## src/rtl/async_fifo_rd_pkg.sv

```systemverilog
// Shared definitions for the async FIFO read-side drain stage.
// Optional statistics are enabled by defining ASYNC_FIFO_RD_STATS_EN.
package async_fifo_rd_pkg;

    localparam int DSIZE_DEF   = 8;
    localparam int PKT_LEN_DEF = 4;
    localparam int CNT_W_DEF   = 16;

    // Skid buffer occupancy: 0, 1 or 2 entries
    typedef logic [1:0] occ_t;

    // Width of the beat counter; at least one bit even for single-beat packets
    function automatic int beat_w(input int pkt_len);
        return (pkt_len <= 2) ? 1 : $clog2(pkt_len);
    endfunction

endpackage

```

## src/rtl/async_fifo_rd_skid.sv

```systemverilog
// Two-entry skid buffer: head entry drives the output, tail catches the one
// extra word taken while the consumer is stalled. Flush drops both entries.
module async_fifo_rd_skid
    import async_fifo_rd_pkg::*;
#(
    parameter int DSIZE = DSIZE_DEF
) (
    input  logic             clk,
    input  logic             rst,
    input  logic             flush,
    input  logic             push,
    input  logic [DSIZE-1:0] push_data,
    input  logic             pop,
    output occ_t             occ,
    output logic [DSIZE-1:0] head
);

    occ_t             occ_q, occ_d;
    logic [DSIZE-1:0] head_q, head_d;
    logic [DSIZE-1:0] tail_q, tail_d;
    logic             do_push;
    logic             do_pop;

    // Guard against pushing into a full buffer or popping an empty one
    assign do_push = push && (occ_q != 2'd2);
    assign do_pop  = pop && (occ_q != 2'd0);

    // Next-state: flush wins, otherwise push/pop update keeping FIFO order
    always_comb begin
        occ_d  = occ_q;
        head_d = head_q;
        tail_d = tail_q;
        if (flush) begin
            occ_d = 2'd0;
        end else begin
            case ({do_push, do_pop})
                2'b10: begin
                    if (occ_q == 2'd0) head_d = push_data;
                    else               tail_d = push_data;
                    occ_d = occ_q + 2'd1;
                end
                2'b01: begin
                    head_d = tail_q;
                    occ_d  = occ_q - 2'd1;
                end
                2'b11: begin
                    if (occ_q == 2'd1) begin
                        head_d = push_data;
                    end else begin
                        head_d = tail_q;
                        tail_d = push_data;
                    end
                end
                default: ;
            endcase
        end
    end

    // Buffer registers; reset also clears the stored data
    always_ff @(posedge clk) begin
        if (rst) begin
            occ_q  <= 2'd0;
            head_q <= '0;
            tail_q <= '0;
        end else begin
            occ_q  <= occ_d;
            head_q <= head_d;
            tail_q <= tail_d;
        end
    end

    assign occ  = occ_q;
    assign head = head_q;

endmodule

```

## src/rtl/async_fifo_rd_stream.sv

```systemverilog
// Read-side drain stage for an async FIFO: pops words into a 2-entry skid
// buffer, presents them as a valid/ready stream framed into PKT_LEN-beat
// packets, with synchronous flush. rinc depends only on registered occupancy,
// so there is no combinational path from m_ready to rinc.
// Define ASYNC_FIFO_RD_STATS_EN to add the word/stall statistics counters.
module async_fifo_rd_stream
    import async_fifo_rd_pkg::*;
#(
    parameter int DSIZE   = DSIZE_DEF,
    parameter int PKT_LEN = PKT_LEN_DEF,
    parameter int CNT_W   = CNT_W_DEF
) (
    input  logic             rclk,
    input  logic             rrst,
    input  logic [DSIZE-1:0] rdata,
    input  logic             rempty,
    output logic             rinc,
    input  logic             flush,
    output logic [DSIZE-1:0] m_data,
    output logic             m_valid,
    output logic             m_last,
    input  logic             m_ready
`ifdef ASYNC_FIFO_RD_STATS_EN
    ,
    output logic [CNT_W-1:0] rd_word_cnt,
    output logic [CNT_W-1:0] rd_stall_cnt
`endif
);

    localparam int             BW        = beat_w(PKT_LEN);
    localparam logic [BW-1:0]  LAST_BEAT = BW'(PKT_LEN - 1);

    if (PKT_LEN < 1 || CNT_W < 1) begin : g_bad_param
        $error("async_fifo_rd_stream: PKT_LEN and CNT_W must be >= 1");
    end

    occ_t          occ;
    logic          pop;
    logic [BW-1:0] beat_q, beat_d;

    // Pop from the FIFO whenever a word exists and the buffer has room;
    // held off during reset and flush so no FIFO word is lost
    assign rinc    = !rrst && !rempty && !flush && (occ != 2'd2);
    assign m_valid = !rrst && !flush && (occ != 2'd0);
    assign pop     = m_valid && m_ready;
    assign m_last  = m_valid && (beat_q == LAST_BEAT);

    async_fifo_rd_skid #(
        .DSIZE (DSIZE)
    ) u_skid (
        .clk       (rclk),
        .rst       (rrst),
        .flush     (flush),
        .push      (rinc),
        .push_data (rdata),
        .pop       (pop),
        .occ       (occ),
        .head      (m_data)
    );

    // Beat position within the packet; held across empty gaps, cleared by flush
    always_comb begin
        beat_d = beat_q;
        if (flush) begin
            beat_d = '0;
        end else if (pop) begin
            beat_d = (beat_q == LAST_BEAT) ? '0 : beat_q + 1'b1;
        end
    end

    // Beat counter register
    always_ff @(posedge rclk) begin
        if (rrst) beat_q <= '0;
        else      beat_q <= beat_d;
    end

`ifdef ASYNC_FIFO_RD_STATS_EN
    logic [CNT_W-1:0] word_cnt_q, word_cnt_d;
    logic [CNT_W-1:0] stall_cnt_q, stall_cnt_d;

    // Saturating counters; flush leaves them alone
    always_comb begin
        word_cnt_d  = word_cnt_q;
        stall_cnt_d = stall_cnt_q;
        if (rinc && (word_cnt_q != '1))
            word_cnt_d = word_cnt_q + CNT_W'(1);
        if (m_valid && !m_ready && (stall_cnt_q != '1))
            stall_cnt_d = stall_cnt_q + CNT_W'(1);
    end

    // Statistics registers, cleared only by reset
    always_ff @(posedge rclk) begin
        if (rrst) begin
            word_cnt_q  <= '0;
            stall_cnt_q <= '0;
        end else begin
            word_cnt_q  <= word_cnt_d;
            stall_cnt_q <= stall_cnt_d;
        end
    end

    assign rd_word_cnt  = word_cnt_q;
    assign rd_stall_cnt = stall_cnt_q;
`endif

endmodule

```

## config.mk

```make
export PLATFORM = sky130hd
export DESIGN_NAME = async_fifo_rd_stream
export DESIGN_NICKNAME = d
export VERILOG_FILES = /design/src/rtl/async_fifo_rd_pkg.sv /design/src/rtl/async_fifo_rd_skid.sv /design/src/rtl/async_fifo_rd_stream.sv
export SDC_FILE = /design/constraint.sdc
export NUM_CORES = 1
export LEC_CHECK = 0
export BUFFER_PORTS_ARGS = -buffer_cell sky130_fd_sc_hd__buf_2
export CAP_MARGIN = 5
export CORE_UTILIZATION = 35
export CTS_CLUSTER_DIAMETER = 120
export DETAILED_ROUTE_END_ITERATION = 8
export PLACE_DENSITY_LB_ADDON = 0.15
export SETUP_SLACK_MARGIN = 0.4
export SLEW_MARGIN = 20
export SYNTH_ARGS = -nofsm -noshare
export SYNTH_HDL_FRONTEND = slang
export SYNTH_SLANG_ARGS = --single-unit
export TNS_END_PERCENT = 100
```

## constraint.sdc

```tcl
create_clock -name rclk -period 2.8 [get_ports rclk]
set_input_delay 0.14 -clock rclk [delete_from_list [all_inputs] [get_ports rclk]]
set_output_delay 0.14 -clock rclk [all_outputs]
set_load 0.05 [all_outputs]
```

==> results of run 1 <==
==> registers in the layout, indices dropped and copies added (netlist names) <==
register,cells
beat_q,2
u_skid.head,8
u_skid.occ,2
u_skid.tail_q,8
==> power by group through the flow <==
stage          sequential, mW  clock, mW  combinational [mW]
2_1_floorplan           0.329          0              0.0414
3_3_place_gp            0.305          0              0.0888
3_5_place_dp            0.306          0              0.0891
4_1_cts                 0.299      0.174              0.0895
5_1_grt                 0.301      0.184              0.0968
6_report                0.299      0.166              0.0896
==> worst paths after layout <==
check                             endpoint  slack, ns  cells past startpoint
min reg2reg         beat_q[1]$_SDFFE_PP0N_       0.47                      2
min          u_skid.tail_q[2]$_SDFFE_PP0P_       0.08                      3
max          u_skid.tail_q[5]$_SDFFE_PP0P_       0.63                      9
max reg2reg  u_skid.tail_q[5]$_SDFFE_PP0P_       0.63                      9
==> layout make-up <==
cell class,instances,share of cell area (%)
inverters,4,1.29
clock buffers,4,3.12
repair buffers,24,10.5
multi-input cells,74,47.4
well taps,30,3.23
flip-flops and latches,20,34.4
==> synth_stat cells, drive strengths merged, types with 2 or more instances <==
master	n
nor3b	2
nor2	21
nand2	4
dfxtp	20
xor2	2
a221oi	8
inv	4
a21oi	2
nor2b	2
ha	7
mux2i	8
o21a	2
nor3	8
o21ai	2
==> through the flow <==
step,cell area [um^2],total power [mW],utilization (%)
3_5_place_dp,1120,0.395,43.9
5_1_grt,1160,0.582,45.7
3_3_place_gp,1120,0.394,43.9
4_1_cts,1150,0.563,45.3
2_1_floorplan,971,0.370,-
6_report,1160,0.554,45.7
==> per-layer routing <==
layer	global-route usage, %	up-vias	share of wire (%)
met5	0	-	0
met2	22.7	18	45
li1	-	408	-
met1	18.3	359	48
met3	5.28	2	6.6
met4	3.85	0	0.77
==> critical path, stage by stage, from the launching register on <==
cell	delay, ns
dfxtp_1	0.38
inv_1	0.08
ha_1	0.28
nor4b_4	0.25
buf_4	0.20
ha_2	0.23
nand2_1	0.14
o211ai_4	0.21
mux2i_1	0.23
nor2_1	0.06
==> placed cells by master (no fill, tap or decap), drive strengths merged, types with 4 or more instances in the layout <==
cell type,count
buf,24
mux2i,8
ha,7
inv,4
dfxtp,20
nor3,8
clkbuf,4
a221oi,8
nand2,4
nor2,21
==> what timing repair did <==
action,in CTS,in global routing
gates resized for setup,0,2
buffers inserted,0,0
setup endpoints to repair,0,7
hold endpoints to repair,0,0
==> logic make-up (layout without fill, tap and decap cells) <==
logic type | after synthesis | in the layout | share of synthesized area, %
compound gates | 16 | 16 | 14.8
fa+ha+maj | 7 | 7 | 9.02
flops | 20 | 20 | 41.2
xor+xnor | 2 | 2 | 1.80
buf+inv | 6 | 32 | 3.09
simple gates | 41 | 41 | 21.8
mux | 8 | 8 | 8.25
==> flow_metrics.tcl, run 1 <==
set metrics [dict create \
    outcome "finished clean" \
    finalCritPeriodShare_pct 77.6 \
    ant_nets 0 \
    ioPinCount 24 \
    cts_max_level 1 \
    drt-initial-drc-count 9 \
    maxSlewHeadroom_pct 66.9 \
    multiInputGateArea_um2 552 \
    diodes 0 \
    gp_congestion 0.785 \
    final_cells 156 \
    initial_core_util_pct 38.2 \
    p_sw_mw 0.152 \
    worstPathRequired_ns 2.98 \
    synth_ff_type "dfxtp_1" \
    hold_start "rdata[2]" \
    setup_ws_ns 0.626 \
    ys_ff_latch 20 \
    clkPwrFrac_pct 29.9 \
    hold_viol_final 0 \
    cts_tree "built" \
    wire_per_inst_um 12.4 \
    cts.reportedPaths.clkPinSlew_ns 0.11 \
    yosysWarnings 0 \
    arrival_ns 2.36 \
    synthCells 100 \
    clock_sinks 20 \
    end_kind "register" \
    ys_async_sr_fraction_pct 0 \
    firstDrtPassIters 4 \
    row_count 18 \
    drv_slew 0 \
    dp_slack_ns 0.547 \
    synth-edff-count 0 \
    switching_share_pct 27.4 \
    setup_viol 0 \
    drc 0 \
    timing.hold.ws_ns 0.0836 \
    drive_above_1_share_pct 27.8 \
    rr_startpoint "u_skid.occ[0]$_SDFFE_PP0P_" \
    max-vdd-ir-drop_mv 0.253 \
    grt_pass1_wl_um 3020 \
    crit_start "u_skid.occ[0]$_SDFFE_PP0P_" \
    fin_nets 147 \
    overflow 0 \
    finClkSkew_ns 0.00493 \
    combPwrFrac_pct 16.2 \
    p_leak_nw 0.548 \
    critPathKind "reg2reg" \
    cts-root-buf "clkbuf_4" \
    dp_cells 152 \
    ys_seq_area_share_pct 41.2 \
    clk_latency_ns 0.30 \
    netlist_top_cells_area "dfxtp_1 (41%), ha_1 (9.0%), mux2i_1 (8.2%), nor2_1 (8.1%), a221oi_1 (7.2%)" \
    io_buffers 23 \
    fmax_ghz 0.460 \
    cts_buffers 3 \
    power_frac_seq_pct 54.0 \
    holdCritPathClass "in2reg" \
    cts_hold_buf 0 \
    yosysTopAreaCell "dfxtp_1" \
    period_needed_ns 2.17 \
    rsz0062_at_grt "false" \
    grt_pass1_vias 669 \
    path_max_fanout 8 \
    synthDistinctLibCells 25 \
    num_vias 787 \
    hpwl_um 1460 \
    die_area_mm2 0.00299 \
    cp-start-kind "register" \
    tns_ns 0 \
    clk_path_buf_depth 2 \
    yosysTopAreaCellShare_pct 41.2 \
    worstMarginPinSlew_ns 0.495 \
    cap_violations 0 \
    grt_usage_pct 14.4 \
    p_per_area_mw_per_mm2 476 \
    syn-cell-area_um2 971 \
    die_h_um 54.7 \
    avgViaCountPerCell 5.04 \
    grt_max_degree 20 \
    coreArea_mm2 0.00254 \
    dieWidth_um 54.7 \
    p_int_mw 0.402 \
    wl_um 1940 \
    fillCellCount 258 \
    antenna_found_initial 0 \
    area_growth_pct 19.8 \
    syn_nets 120 \
    final-seq-area_um2 400 \
    syn_avg_cell_area_um2 9.71 \
]
(Power assumes the default switching activity.)
==> inputs of run 2 (changes only) <==
- ABC_AREA: unset -> 1
- clock period: 2.8 -> 2.1 ns (I/O delays scaled with it)
==> flow_metrics.tcl, run 2 <==
set metrics [dict create \
    cap_violations 0 \
    critPathKind "reg2reg" \
    outcome "finished, violations left" \
    synth_ff_type "dfxtp_1" \
    ant_nets 0 \
    grt_pass1_vias 1020 \
    synthTopCellsByCount "nand2_1 (32), inv_1 (26), dfxtp_1 (20), nor2_1 (20), nand3_1 (17)" \
    drv_slew 0 \
    yosysWarnings 0 \
    syn_nets 177 \
    cts.reportedPaths.clkPinSlew_ns 0.10 \
    cp-start-kind "register" \
    period_needed_ns 1.73 \
    cts_max_level 1 \
    yosysTopAreaCellShare_pct 36.4 \
    p_leak_nw 0.788 \
    hold_end "u_skid.tail_q[0]$_SDFFE_PP0P_" \
    end_kind "register" \
    timing.hold.ws_ns 0.0574 \
    dieWidth_um 58.1 \
    drc 1 \
    maxSlewHeadroom_pct 69.3 \
    clk_latency_ns 0.29 \
    syn-cell-area_mm2 0.00110 \
    die_h_um 58.1 \
    syn_avg_cell_area_um2 7.01 \
    finClkSkew_ns 0.00110 \
    firstDrtPassIters 6 \
    initial_core_util_pct 38.2 \
    hpwl_um 1880 \
    fmax_ghz 0.577 \
    holdCritPathClass "in2reg" \
    gp_congestion 0.821 \
    ys_async_sr_fraction_pct 0 \
    io_buffers 23 \
    reg2reg_to "u_skid.head[1]$_SDFFE_PP0P_" \
    yosysTopAreaCell "dfxtp_1" \
    rr_startpoint "u_skid.occ[1]$_SDFFE_PP0P_" \
    clk_path_buf_depth 2 \
    rsz0062_at_grt "true" \
    tns_ns 0 \
    rr_worst_depth 13 \
    drive_above_1_share_pct 35.8 \
    die_area_mm2 0.00337 \
    hold_start "rdata[0]" \
    rrSetupSlack_ns 0.37 \
    cts-root-buf "clkbuf_4" \
    antenna_found_initial 0 \
    avgViaCountPerCell 4.57 \
    fillCellCount 284 \
    synth-edff-count 0 \
    wl_um 2670 \
    ys_ff_latch 20 \
    final_common_cell "nand2_1" \
    clock_sinks 20 \
    synthDistinctLibCells 21 \
    grt_max_degree 17 \
    worstMarginPinSlew_ns 0.460 \
    area_growth_pct 37.8 \
    fin_nets 212 \
    path_max_fanout 8 \
    drt-initial-drc-count 34 \
    final_core_utilization_pct 52.7 \
    violations "design-rule violations" \
    grt_pass1_wl_um 4510 \
    arrival_ns 1.94 \
    ioPinCount 24 \
    overflow 0 \
    cts_buffers 3 \
    setup_viol 0 \
    p_per_area_mw_per_mm2 495 \
    finalCritPeriodShare_pct 82.6 \
    row_count 19 \
    synthCells 157 \
    yosys.cell_count.top_type "nand2_1" \
    diodes 0 \
    hold_viol_final 0 \
    final_cell_mix "nand2_1 (27), buf_2 (23), inv_1 (21)" \
    whs_path_depth 3 \
    wire_per_inst_um 11.5 \
    coreArea_mm2 0.00288 \
    netlist_top_cells_area "dfxtp_1 (36%), nand2_1 (11%), inv_1 (8.9%), ha_1 (8.0%), nand3_1 (7.7%)" \
    ys_seq_area_share_pct 36.4 \
    grt_usage_pct 17.5 \
    worstPathRequired_ns 2.31 \
    max-vdd-ir-drop_mv 0.322 \
    cts_tree "built" \
    num_vias 1060 \
]
-- run 2: cell count changes after synthesis, sizes merged, moves of 2 or more --
| cell | delta |
|---|---|
| clkinv | +2 |
| nand3b | +8 |
| nor3b | -2 |
| a221oi | -8 |
| nand2 | +29 |
| mux2i | -8 |
| o21ai | +7 |
| inv | +22 |
| nand3 | +19 |
| nor3 | -8 |
| nor2b | -2 |
-- run 2: how the worst max path moves through the flow --
stage,from,end,slack (ns),cells after the start
after floorplan,u_skid.occ[0]$_SDFFE_PP0P_,u_skid.head[0]$_SDFFE_PP0P_,0.28,12
after global placement,u_skid.occ[1]$_SDFFE_PP0P_,u_skid.head[6]$_SDFFE_PP0P_,0.19,12
after detailed placement,u_skid.occ[1]$_SDFFE_PP0P_,u_skid.tail_q[2]$_SDFFE_PP0P_,0.11,12
after CTS,u_skid.occ[1]$_SDFFE_PP0P_,u_skid.head[2]$_SDFFE_PP0P_,0.37,13
after global routing,u_skid.occ[1]$_SDFFE_PP0P_,u_skid.head[2]$_SDFFE_PP0P_,0.27,12
final,u_skid.occ[1]$_SDFFE_PP0P_,u_skid.head[1]$_SDFFE_PP0P_,0.37,13
-- run 2: logic make-up after synthesis --
logic type,Yosys count,share of synthesized area [%]
DFF,20,36.4
xor gates and xnor gates,2,1.59
AOI/OAI and AO/OA,14,7.17
and+or+nand+nor,83,35.5
buffers and inverters,31,11.4
adders and majority gates,7,7.96
-- run 2: critical path, cell delays in order (launching register included) --
cell	delay, ns
dfxtp_2	0.36
buf_6	0.10
ha_4	0.13
nor2_4	0.03
nand2_2	0.09
clkinvlp_4	0.14
ha_4	0.20
nand2_4	0.06
nand4_1	0.11
buf_6	0.17
nand2_1	0.06
nand3_1	0.08
nand2_1	0.08
inv_1	0.03
-- run 2: through the flow --
| stage | total power [mW] | cells | cell area (um^2) | setup WS [ns] |
|---|---|---|---|---|
| after floorplan | 0.514 | 157 | 1140 | 0.277 |
| after global placement | 0.552 | 221 | 1310 | 0.189 |
| after detailed placement | 0.555 | 221 | 1310 | 0.114 |
| after CTS | 0.753 | 232 | 1480 | 0.374 |
| after global routing | 0.793 | 232 | 1520 | 0.272 |
| final | 0.750 | 232 | 1520 | 0.366 |
-- run 2: layer usage --
metal | wire [um] | vias up | global-route usage (%)
li1 | - | 558 | -
met3 | 127 | 8 | 4.69
met1 | 1290 | 465 | 22.5
met5 | 0 | - | 0
met2 | 1190 | 29 | 28.1
met4 | 70 | 0 | 6.46
-- run 2: final cells by class --
type | count | area [um^2] | area share, %
timing repair buffer | 32 | 190 | 12.6
tap | 42 | 52.6 | 3.47
sequential | 20 | 403 | 26.6
inverter | 28 | 119 | 7.84
clock buffer | 3 | 22.5 | 1.49
multi-input combinational | 107 | 728 | 48.1
-- run 2: power by group --
group          total, mW  internal (mW)  switching (mW)
Sequential         0.403          0.395         0.00790
Clock              0.175         0.0668           0.109
Combinational      0.172         0.0599           0.112
-- run 2: repair_timing --
action | in CTS | in global routing
cloned | 1 | 0
endpoints found under the setup margin | 18 | 16
hold buffers | 0 | 0
resized for setup | 22 | 13
buffers inserted | 7 | 0
pin swaps | 11 | 9
